===== config.mk =====
export PLATFORM = sky130hd
export DESIGN_NAME = midi_port_gen2
export DESIGN_NICKNAME = d
export VERILOG_FILES = /design/src/rtl/midi_pkg.sv /design/src/rtl/fifo.sv /design/src/rtl/midi_tx_seq.sv /design/src/rtl/uart_rx.sv /design/src/rtl/uart_tx.sv /design/src/rtl/midi_port_gen2.sv
export SDC_FILE = /design/constraint.sdc
export NUM_CORES = 2
export LEC_CHECK = 0
export BUFFER_PORTS_ARGS = -buffer_cell sky130_fd_sc_hd__buf_4
export CAP_MARGIN = 10
export CORE_AREA = 2 2 441 443
export CTS_CLUSTER_SIZE = 12
export DETAILED_ROUTE_END_ITERATION = 12
export DIE_AREA = 0 0 443 445
export GPL_TIMING_DRIVEN = 0
export SLEW_MARGIN = 20
export SYNTH_ARGS = -nofsm -noshare
export SYNTH_HDL_FRONTEND = slang
export SYNTH_SLANG_ARGS = --single-unit
export TNS_END_PERCENT = 10

===== constraint.sdc =====
create_clock -name clk -period 8.4 [get_ports clk]
set_input_delay 0.84 -clock clk [delete_from_list [all_inputs] [get_ports clk]]
set_output_delay 0.84 -clock clk [all_outputs]
set_load 0.02 [all_outputs]

===== src/rtl/midi_pkg.sv =====
// midi_pkg: shared MIDI port constants, timing helpers and sequencer state type.
package midi_pkg;
    localparam logic [7:0] STAT_LO   = 8'h80;
    localparam logic [7:0] STAT_HI   = 8'hEF;
    localparam logic [7:0] SYSCOM_HI = 8'hF7;
    localparam logic [7:0] RT_CLOCK  = 8'hF8;
    localparam logic [7:0] RT_SENSE  = 8'hFE;

    typedef enum logic [1:0] {SEQ_IDLE, SEQ_POP, SEQ_LOAD, SEQ_SEND} seq_state_t;

    function automatic int clks_per_bit(input int clock, input int baud);
        return clock / baud;
    endfunction

    function automatic int act_cycles(input int clock, input int ms);
        return clock / 1000 * ms;
    endfunction

    function automatic logic is_rt(input logic [7:0] b);
        return b == RT_CLOCK || b == RT_SENSE;
    endfunction
endpackage


===== src/rtl/fifo.sv =====
// fifo: synchronous FIFO with registered read data (valid the cycle after rd_en).
module fifo #(
    parameter int W  = 8,
    parameter int AW = 8
) (
    input  logic         clk,
    input  logic         rst_n,
    input  logic         wr_en,
    input  logic [W-1:0] wr_data,
    input  logic         rd_en,
    output logic [W-1:0] rd_data,
    output logic         full,
    output logic         empty
);
    logic [W-1:0] mem [2**AW];
    logic [AW-1:0] wp, rp;
    logic [AW:0] cnt;
    logic do_rd, do_wr;
    assign full  = cnt == (AW+1)'(2**AW);
    assign empty = cnt == '0;
    assign do_rd = rd_en && !empty;
    assign do_wr = wr_en && (!full || do_rd);
    always_ff @(posedge clk)
        if (do_wr) mem[wp] <= wr_data;
    always_ff @(posedge clk or negedge rst_n)
        if (!rst_n) begin
            wp      <= '0;
            rp      <= '0;
            cnt     <= '0;
            rd_data <= '0;
        end else begin
            if (do_wr) wp <= wp + AW'(1);
            if (do_rd) begin
                rp      <= rp + AW'(1);
                rd_data <= mem[rp];
            end
            cnt <= cnt + (AW+1)'(do_wr) - (AW+1)'(do_rd);
        end
endmodule


===== src/rtl/midi_tx_seq.sv =====
// midi_tx_seq: FIFO-to-UART sequencer; MIDI_RUNNING_STATUS_EN adds running-status
// compression that drops a repeated channel status byte.
module midi_tx_seq
    import midi_pkg::*;
(
    input  logic       clk,
    input  logic       rst_n,
    input  logic       empty,
    input  logic [7:0] rd_data,
    input  logic       busy,
    input  logic       done,
    output logic       rd_en,
    output logic       start,
    output logic [7:0] tx_byte
);
    seq_state_t state, next;
    logic drop;
`ifdef MIDI_RUNNING_STATUS_EN
    logic [7:0] last_status;
    logic is_stat;
    assign is_stat = rd_data >= STAT_LO && rd_data <= STAT_HI;
    assign drop    = is_stat && rd_data == last_status;
    // system common clears running status; real-time leaves it alone
    always_ff @(posedge clk or negedge rst_n)
        if (!rst_n) last_status <= 8'h00;
        else if (state == SEQ_LOAD)
            last_status <= is_stat ? rd_data :
                           (rd_data > STAT_HI && rd_data <= SYSCOM_HI) ? 8'h00 : last_status;
`else
    assign drop = 1'b0;
`endif
    always_ff @(posedge clk or negedge rst_n)
        if (!rst_n) state <= SEQ_IDLE;
        else state <= next;
    always_comb
        next = state == SEQ_IDLE ? ((!empty && !busy) ? SEQ_POP : SEQ_IDLE) :
               state == SEQ_POP  ? SEQ_LOAD :
               state == SEQ_LOAD ? (drop ? SEQ_IDLE : SEQ_SEND) :
               (done ? SEQ_IDLE : SEQ_SEND);
    always_comb begin
        rd_en   = state == SEQ_POP;
        start   = state == SEQ_LOAD && !drop;
        tx_byte = rd_data;
    end
endmodule


===== src/rtl/uart_rx.sv =====
// uart_rx: 8N1 receiver with input synchroniser, start-bit glitch rejection and framing check.
module uart_rx #(
    parameter int CLKS_PER_BIT = 384
) (
    input  logic       clk,
    input  logic       rst_n,
    input  logic       serial,
    output logic       valid,
    output logic       err,
    output logic [7:0] data
);
    localparam int CW = $clog2(CLKS_PER_BIT);
    logic [1:0] sync;
    logic prev, busy, rx, tick;
    logic [3:0] bit_n;
    logic [CW-1:0] cnt;
    logic [7:0] sh;
    assign rx   = sync[1];
    // bit_n 0 is the start bit, re-checked at its midpoint; later bits are a full period apart
    assign tick = cnt == (bit_n == 4'd0 ? CW'(CLKS_PER_BIT / 2 - 1) : CW'(CLKS_PER_BIT - 1));
    always_ff @(posedge clk or negedge rst_n)
        if (!rst_n) begin
            sync  <= 2'b11;
            prev  <= 1'b1;
            busy  <= 1'b0;
            bit_n <= '0;
            cnt   <= '0;
            sh    <= '0;
            data  <= '0;
            valid <= 1'b0;
            err   <= 1'b0;
        end else begin
            sync  <= {sync[0], serial};
            prev  <= rx;
            valid <= 1'b0;
            err   <= 1'b0;
            if (!busy) begin
                busy  <= prev && !rx;
                bit_n <= '0;
                cnt   <= '0;
            end else if (!tick) cnt <= cnt + CW'(1);
            else begin
                cnt   <= '0;
                bit_n <= bit_n + 4'd1;
                if (bit_n == 4'd0) busy <= !rx;
                else if (bit_n == 4'd9) begin
                    busy  <= 1'b0;
                    valid <= rx;
                    err   <= !rx;
                    if (rx) data <= sh;
                end else sh <= {rx, sh[7:1]};
            end
        end
endmodule


===== src/rtl/uart_tx.sv =====
// uart_tx: 8N1 transmitter; serial is the LSB of a shift register that resets to all ones.
module uart_tx #(
    parameter int CLKS_PER_BIT = 384
) (
    input  logic       clk,
    input  logic       rst_n,
    input  logic       start,
    input  logic [7:0] data,
    output logic       serial,
    output logic       busy,
    output logic       done
);
    localparam int CW = $clog2(CLKS_PER_BIT);
    logic [9:0] sh;
    logic [3:0] bit_n;
    logic [CW-1:0] cnt;
    assign serial = sh[0];
    always_ff @(posedge clk or negedge rst_n)
        if (!rst_n) begin
            sh    <= '1;
            bit_n <= '0;
            cnt   <= '0;
            busy  <= 1'b0;
            done  <= 1'b0;
        end else begin
            done <= 1'b0;
            if (!busy) begin
                if (start) begin
                    sh    <= {1'b1, data, 1'b0};
                    bit_n <= '0;
                    cnt   <= '0;
                    busy  <= 1'b1;
                end
            end else if (cnt == CW'(CLKS_PER_BIT - 1)) begin
                cnt   <= '0;
                sh    <= {1'b1, sh[9:1]};
                bit_n <= bit_n + 4'd1;
                if (bit_n == 4'd9) begin
                    busy <= 1'b0;
                    done <= 1'b1;
                end
            end else cnt <= cnt + CW'(1);
        end
endmodule


===== src/rtl/midi_port_gen2.sv =====
// midi_port_gen2: MIDI DIN port with UART RX, buffered TX sequencer and activity LEDs.
// Build option MIDI_RUNNING_STATUS_EN enables TX running-status compression.
module midi_port_gen2
    import midi_pkg::*;
#(
    parameter int CLOCK      = 12_000_000,
    parameter int BAUD       = 31_250,
    parameter int TX_DEPTH_W = 8,
    parameter int ACT_MS     = 50,
    parameter int FILTER_RT  = 1
) (
    input  logic       clk,
    input  logic       rst_n,
    input  logic       tx_valid,
    input  logic [7:0] tx_data,
    output logic       tx_ready,
    output logic       tx_overflow,
    output logic       tx_serial,
    input  logic       rx_serial,
    output logic       rx_valid,
    output logic [7:0] rx_data,
    output logic       rx_err,
    output logic       activity_in,
    output logic       activity_out
);
    localparam int CPB = clks_per_bit(CLOCK, BAUD);
    localparam int ACT = act_cycles(CLOCK, ACT_MS);
    localparam int AW  = $clog2(ACT + 1) > 21 ? $clog2(ACT + 1) : 21;
    logic [1:0] rst_sync;
    logic rst_i_n, wr_en, rd_en, full, empty, start, busy, done, in_evt, out_evt;
    logic [7:0] rd_data, tx_byte;
    logic [AW-1:0] act_in_cnt, act_out_cnt;
    assign rst_i_n      = rst_sync[1];
    assign tx_ready     = !full;
    assign wr_en        = tx_valid && tx_ready;
    assign in_evt       = rx_valid && !(FILTER_RT != 0 && is_rt(rx_data));
    assign out_evt      = wr_en && !(FILTER_RT != 0 && is_rt(tx_data));
    assign activity_in  = act_in_cnt != '0;
    assign activity_out = act_out_cnt != '0;
    // assert asynchronously, release two clocks after rst_n rises
    always_ff @(posedge clk or negedge rst_n)
        if (!rst_n) rst_sync <= 2'b00;
        else rst_sync <= {rst_sync[0], 1'b1};
    always_ff @(posedge clk or negedge rst_i_n)
        if (!rst_i_n) begin
            tx_overflow <= 1'b0;
            act_in_cnt  <= '0;
            act_out_cnt <= '0;
        end else begin
            tx_overflow <= tx_overflow || (tx_valid && !tx_ready);
            act_in_cnt  <= in_evt ? AW'(ACT) : act_in_cnt - AW'(activity_in);
            act_out_cnt <= out_evt ? AW'(ACT) : act_out_cnt - AW'(activity_out);
        end
    fifo #(.W(8), .AW(TX_DEPTH_W)) u_fifo (
        .clk(clk), .rst_n(rst_i_n), .wr_en(wr_en), .wr_data(tx_data),
        .rd_en(rd_en), .rd_data(rd_data), .full(full), .empty(empty)
    );
    midi_tx_seq u_seq (
        .clk(clk), .rst_n(rst_i_n), .empty(empty), .rd_data(rd_data), .busy(busy),
        .done(done), .rd_en(rd_en), .start(start), .tx_byte(tx_byte)
    );
    uart_tx #(.CLKS_PER_BIT(CPB)) u_tx (
        .clk(clk), .rst_n(rst_i_n), .start(start), .data(tx_byte),
        .serial(tx_serial), .busy(busy), .done(done)
    );
    uart_rx #(.CLKS_PER_BIT(CPB)) u_rx (
        .clk(clk), .rst_n(rst_i_n), .serial(rx_serial),
        .valid(rx_valid), .err(rx_err), .data(rx_data)
    );
endmodule


==> parameters.txt <==
Parameter                              Value

Floorplan
  Die Area ... a little under 200,000 um^2
  Initial Utilization ... approximately 45%
  Core footprint ... approximately 190,000 um^2
  DIE WIDTH ... around 440 um
  Number of cell rows ... between 150 and 200
  Die Y ... about 450 um
  Number of placed I/O pins ... 27

Yosys
  Post-synth EDFFs ... between 2,000 and 2,500
  Mux share of post-synthesis cell area ... between 15 and 20%
  Mean instance size in the synthesized netlist ... 20.10 um^2
  Flip-flop and latch count after synthesis ... roughly 2,200
  Post-Synth Adder-Cell Area ... less than 1%
  Number of warning messages in the yosys log ... 0
  Largest family of logic cells by synthesized area ... multiplexers
  Simple-gate share of the synthesized area ... about 3.5%
  Post-synthesis instance total ... ~4,300
  Post-synthesis compound-gate area fraction ... under 10%
  Post-synth cell types ... 84
  Net count after synthesis ... roughly 4,300
  Summed instance area of the synthesized netlist ... 86,260 um^2
  Fraction of registers with async set or reset after synthesis ... ~6.4%
  Post-synthesis xor/xnor area fraction ... 0.7209%
  Fraction of the yosys area taken by sequential cells ... around 75%
  Leading register cell type out of synthesis ... edfxtp_1

Timing
  Final hold violation count ... 0
  Measured slew at the worst slew-check pin ... between 1 and 1.5 ns
  Final Setup Violations ... 0
  Unrepaired setup endpoints after global routing ... no
  Timing-limited maximum frequency ... 174.4 MHz
  Tcrit/Tclk final ... 68.26%
  Max_slew headroom ... under 10%
  Min Tclk post-route ... 5.734 ns
  Setup TNS ... 0 ns
  Final setup skew ... ~0.034 ns
  Count of final max-slew check failures ... 0

Pwr
  Highest ir drop seen on vdd ... between 0.2 and 0.25 mV
  P_leak ... approximately 32 nW
  Power Total ... ~0.023 W
  Power per cell area ... 231.6 nW/um^2

Setup path
  R2r endpoint ... u_fifo.rd_data[0]
  Slowest cell on the critical path ... buf_2
  Crit path to ... u_fifo.rd_data[0]
  Critical Path Max Stage Delay ... between 0.8 and 0.9 ns
  CP Cell Sequence ... buf_2, buf_2, buf_4, buf_2, buf_2, buf_2, mux2i_1, nand3_1, o2111ai_1, o2111ai_1, nand2_1, nand3_1
  Most numerous cell on the critical path ... buf_2
  Critical path capture point type ... flip-flop
  Number of gates on the worst path with buffers counted ... 12
  Worst reg-to-reg path cell count ... 12
  Beginning of the critical path ... u_fifo.rp[2]
  Type of the worst setup path ... flip-flop to flip-flop
  Worst Path Buf+Inv ... 6
  Kind of start point of the critical path ... flip-flop
  Data required, critical path ... 9.06 ns
  Worst reg-to-reg setup slack ... 2.67 ns
  Largest delay contributor family on the critical path ... buffers and inverters
  Largest fanout on the critical path ... 10
  Arrival time at the worst endpoint ... approximately 6.4 ns
  Reg2Reg Launch Point ... u_fifo.rp[2]

Route
  Total wire length after detailed routing ... about 320,000 um
  Residual DRC ... 0
  Vias/cell ... approximately 6.7
  First-pass iteration count of the detailed router ... 7
  DR WL/cell ... roughly 43 um
  Initial DRC count ... between 9,000 and 10,000
  Number of nets with antenna violations after routing ... 0
  Count of vias placed by the detailed router ... between 40,000 and 50,000

Global routing
  Number of global-route vias before repair ... roughly 45,000
  Global route overflow ... 0
  Pin count of the biggest net entering global routing ... between 100 and 150
  Wire length of the first global-routing pass ... between 400,000 and 500,000 um
  Total global routing track utilization ... 31.88%
  Antenna violations before repair ... 24

Final layout
  Layout-stage area growth over the synthesis result ... 12.97%
  Share of cells above drive strength 1 ... 22.73%
  Leading cell type in the layout, fill and taps excluded ... edfxtp_1
  Final-layout fill cell count ... between 15,000 and 20,000
  Final cell area excluding filler cells ... about 97,000 um^2
  Leading cell types in the layout, fill and taps excluded ... edfxtp_1, mux4_2, nor2_1
  Nets ... around 4,600

Worst hold path
  Type of the tightest min-delay check ... input port to flip-flop

Outcome
  Outcome ... finished, final reports clean

Clock network
  Skew-Pair Late Insertion Delay ... between 0.8 and 0.9 ns
  Clock root buffer ... clkbuf_16
  CTS tree ... built
  Clock tree sinks ... between 2,000 and 2,500
  Maximum buffer depth of the clock tree ... 3
  Clock-pin slew on the worst setup and hold paths ... ~0.060 ns
  Setup fix buffers added after clock tree synthesis ... 0
  Max H-tree Level ... 4
  CTS buffer count ... 221
  Total of cells resized after clock tree synthesis ... 0

Place
  Number of port buffers ... 26
  HPWL reported at the end of detailed placement ... between 200,000 and 250,000 um
  Total cell area at the placement stage ... between 90,000 and 100,000 um^2
  Routability congestion estimate from global placement ... 1.057

Run
  Count of maximum capacitance violations ... 0
-- layer usage --
metal | global-route usage, % | wire, um | vias up
met3 | 10.80 | 42700 | 762
met4 | 16.60 | 19150 | 24
li1 | - | - | 18060
met5 | 0 | 190 | -
met2 | 46.05 | 137200 | 3891
met1 | 43.00 | 117200 | 25850
-- cells by family (layout without fill, tap and decap cells) --
group,Yosys count,after routing
flops,2187,2187
simple gates,703,703
mux,699,699
compound gates,332,332
buf+inv,270,720
xor+xnor,71,71
fa+ha+maj,29,29
other cells,1,12
-- layout make-up --
type                       count  area [um^2]  share of cell area, %
tap                         2526         3161                  3.243
clock inverter                69        698.2                 0.7164
clock buffer                 314         5969                  6.125
multi-input combinational   1835        19590                  20.10
buffer                       236         1630                  1.673
timing repair buffer          67         1252                  1.285
sequential                  2187        65000                  66.69
inverter                      34        127.6                 0.1310
antenna                       11        27.53                0.02825
-- worst min path at each step --
| stage | depth (start not counted) | from | slack (ns) | end |
|---|---|---|---|---|
| 2_1_floorplan | 0 | rst_sync[0] | 0.33 | rst_sync[1] |
| 3_3_place_gp | 0 | rst_sync[0] | 0.34 | rst_sync[1] |
| 3_5_place_dp | 0 | rst_sync[0] | 0.34 | rst_sync[1] |
| 4_1_cts | 1 | rx_serial | 0.05 | u_rx.sync[0] |
| 5_1_grt | 1 | rx_serial | 0.06 | u_rx.sync[0] |
| 6_report | 1 | rx_serial | 0.08 | u_rx.sync[0] |
-- flip-flops by register name (all words and copies together) (netlist names), 2 cells and up --
name and flops:
u_fifo.cnt 9, u_rx.bit_n 4, u_rx.sh 8, u_fifo.rp 8
u_tx.bit_n 4, u_rx.data 8, u_tx.sh 9, u_seq.state 2
act_out_cnt 21, rst_sync 2, u_fifo.wp 8, u_rx.cnt 9
u_fifo.mem 2048, u_fifo.rd_data 8, act_in_cnt 21, u_tx.cnt 9
u_rx.sync 2
-- synthesized netlist by cell type, types with 16 or more instances --
cell type | count | area [um^2]
mux2i_1 | 172 | 1722
dfrtp_1 | 127 | 3178
clkbuf_1 | 82 | 307.8
o21ai_0 | 64 | 320.3
nor3_1 | 24 | 120.1
a21oi_1 | 60 | 300.3
buf_2 | 71 | 355.3
o221ai_1 | 17 | 148.9
buf_6 | 25 | 281.5
nor2b_1 | 19 | 118.9
mux4_2 | 494 | 11130
edfxtp_1 | 2048 | 61500
ha_1 | 28 | 350.3
xnor2_1 | 45 | 394.1
a221oi_1 | 22 | 192.7
nand4_1 | 18 | 112.6
mux2_2 | 30 | 337.8
a22oi_1 | 51 | 382.9
nand3_1 | 40 | 200.2
inv_1 | 32 | 120.1
nand2_1 | 167 | 626.9
nor2_1 | 359 | 1348
buf_4 | 16 | 120.1
a211oi_1 | 25 | 187.7
xor2_1 | 26 | 227.7
-- through the flow --
| step | std cells | worst slack (ns) | utilization (%) | hold WS (ns) |
|---|---|---|---|---|
| 4_1_cts | 7267 | 2.991 | 50.74 | 0.05239 |
| 2_1_floorplan | 4292 | 4.261 | - | 0.3312 |
| 3_3_place_gp | 6844 | 2.319 | 46.68 | 0.3441 |
| 3_5_place_dp | 6883 | 2.994 | 47.26 | 0.3395 |
| 5_1_grt | 7269 | 2.782 | 50.75 | 0.05754 |
| 6_report | 7279 | 2.666 | 50.76 | 0.08043 |
-- power by group --
part	internal [W]	switching, W
sequential	0.0121	0.0000837
clock	0.00507	0.00428
combinational	0.000264	0.000783
-- timing repair --
action                     4_1_cts  5_1_grt
hold buffers                     1        0
setup endpoints to repair        0        0
hold endpoints to repair         2        0
Power figures use the tool's default switching activity.
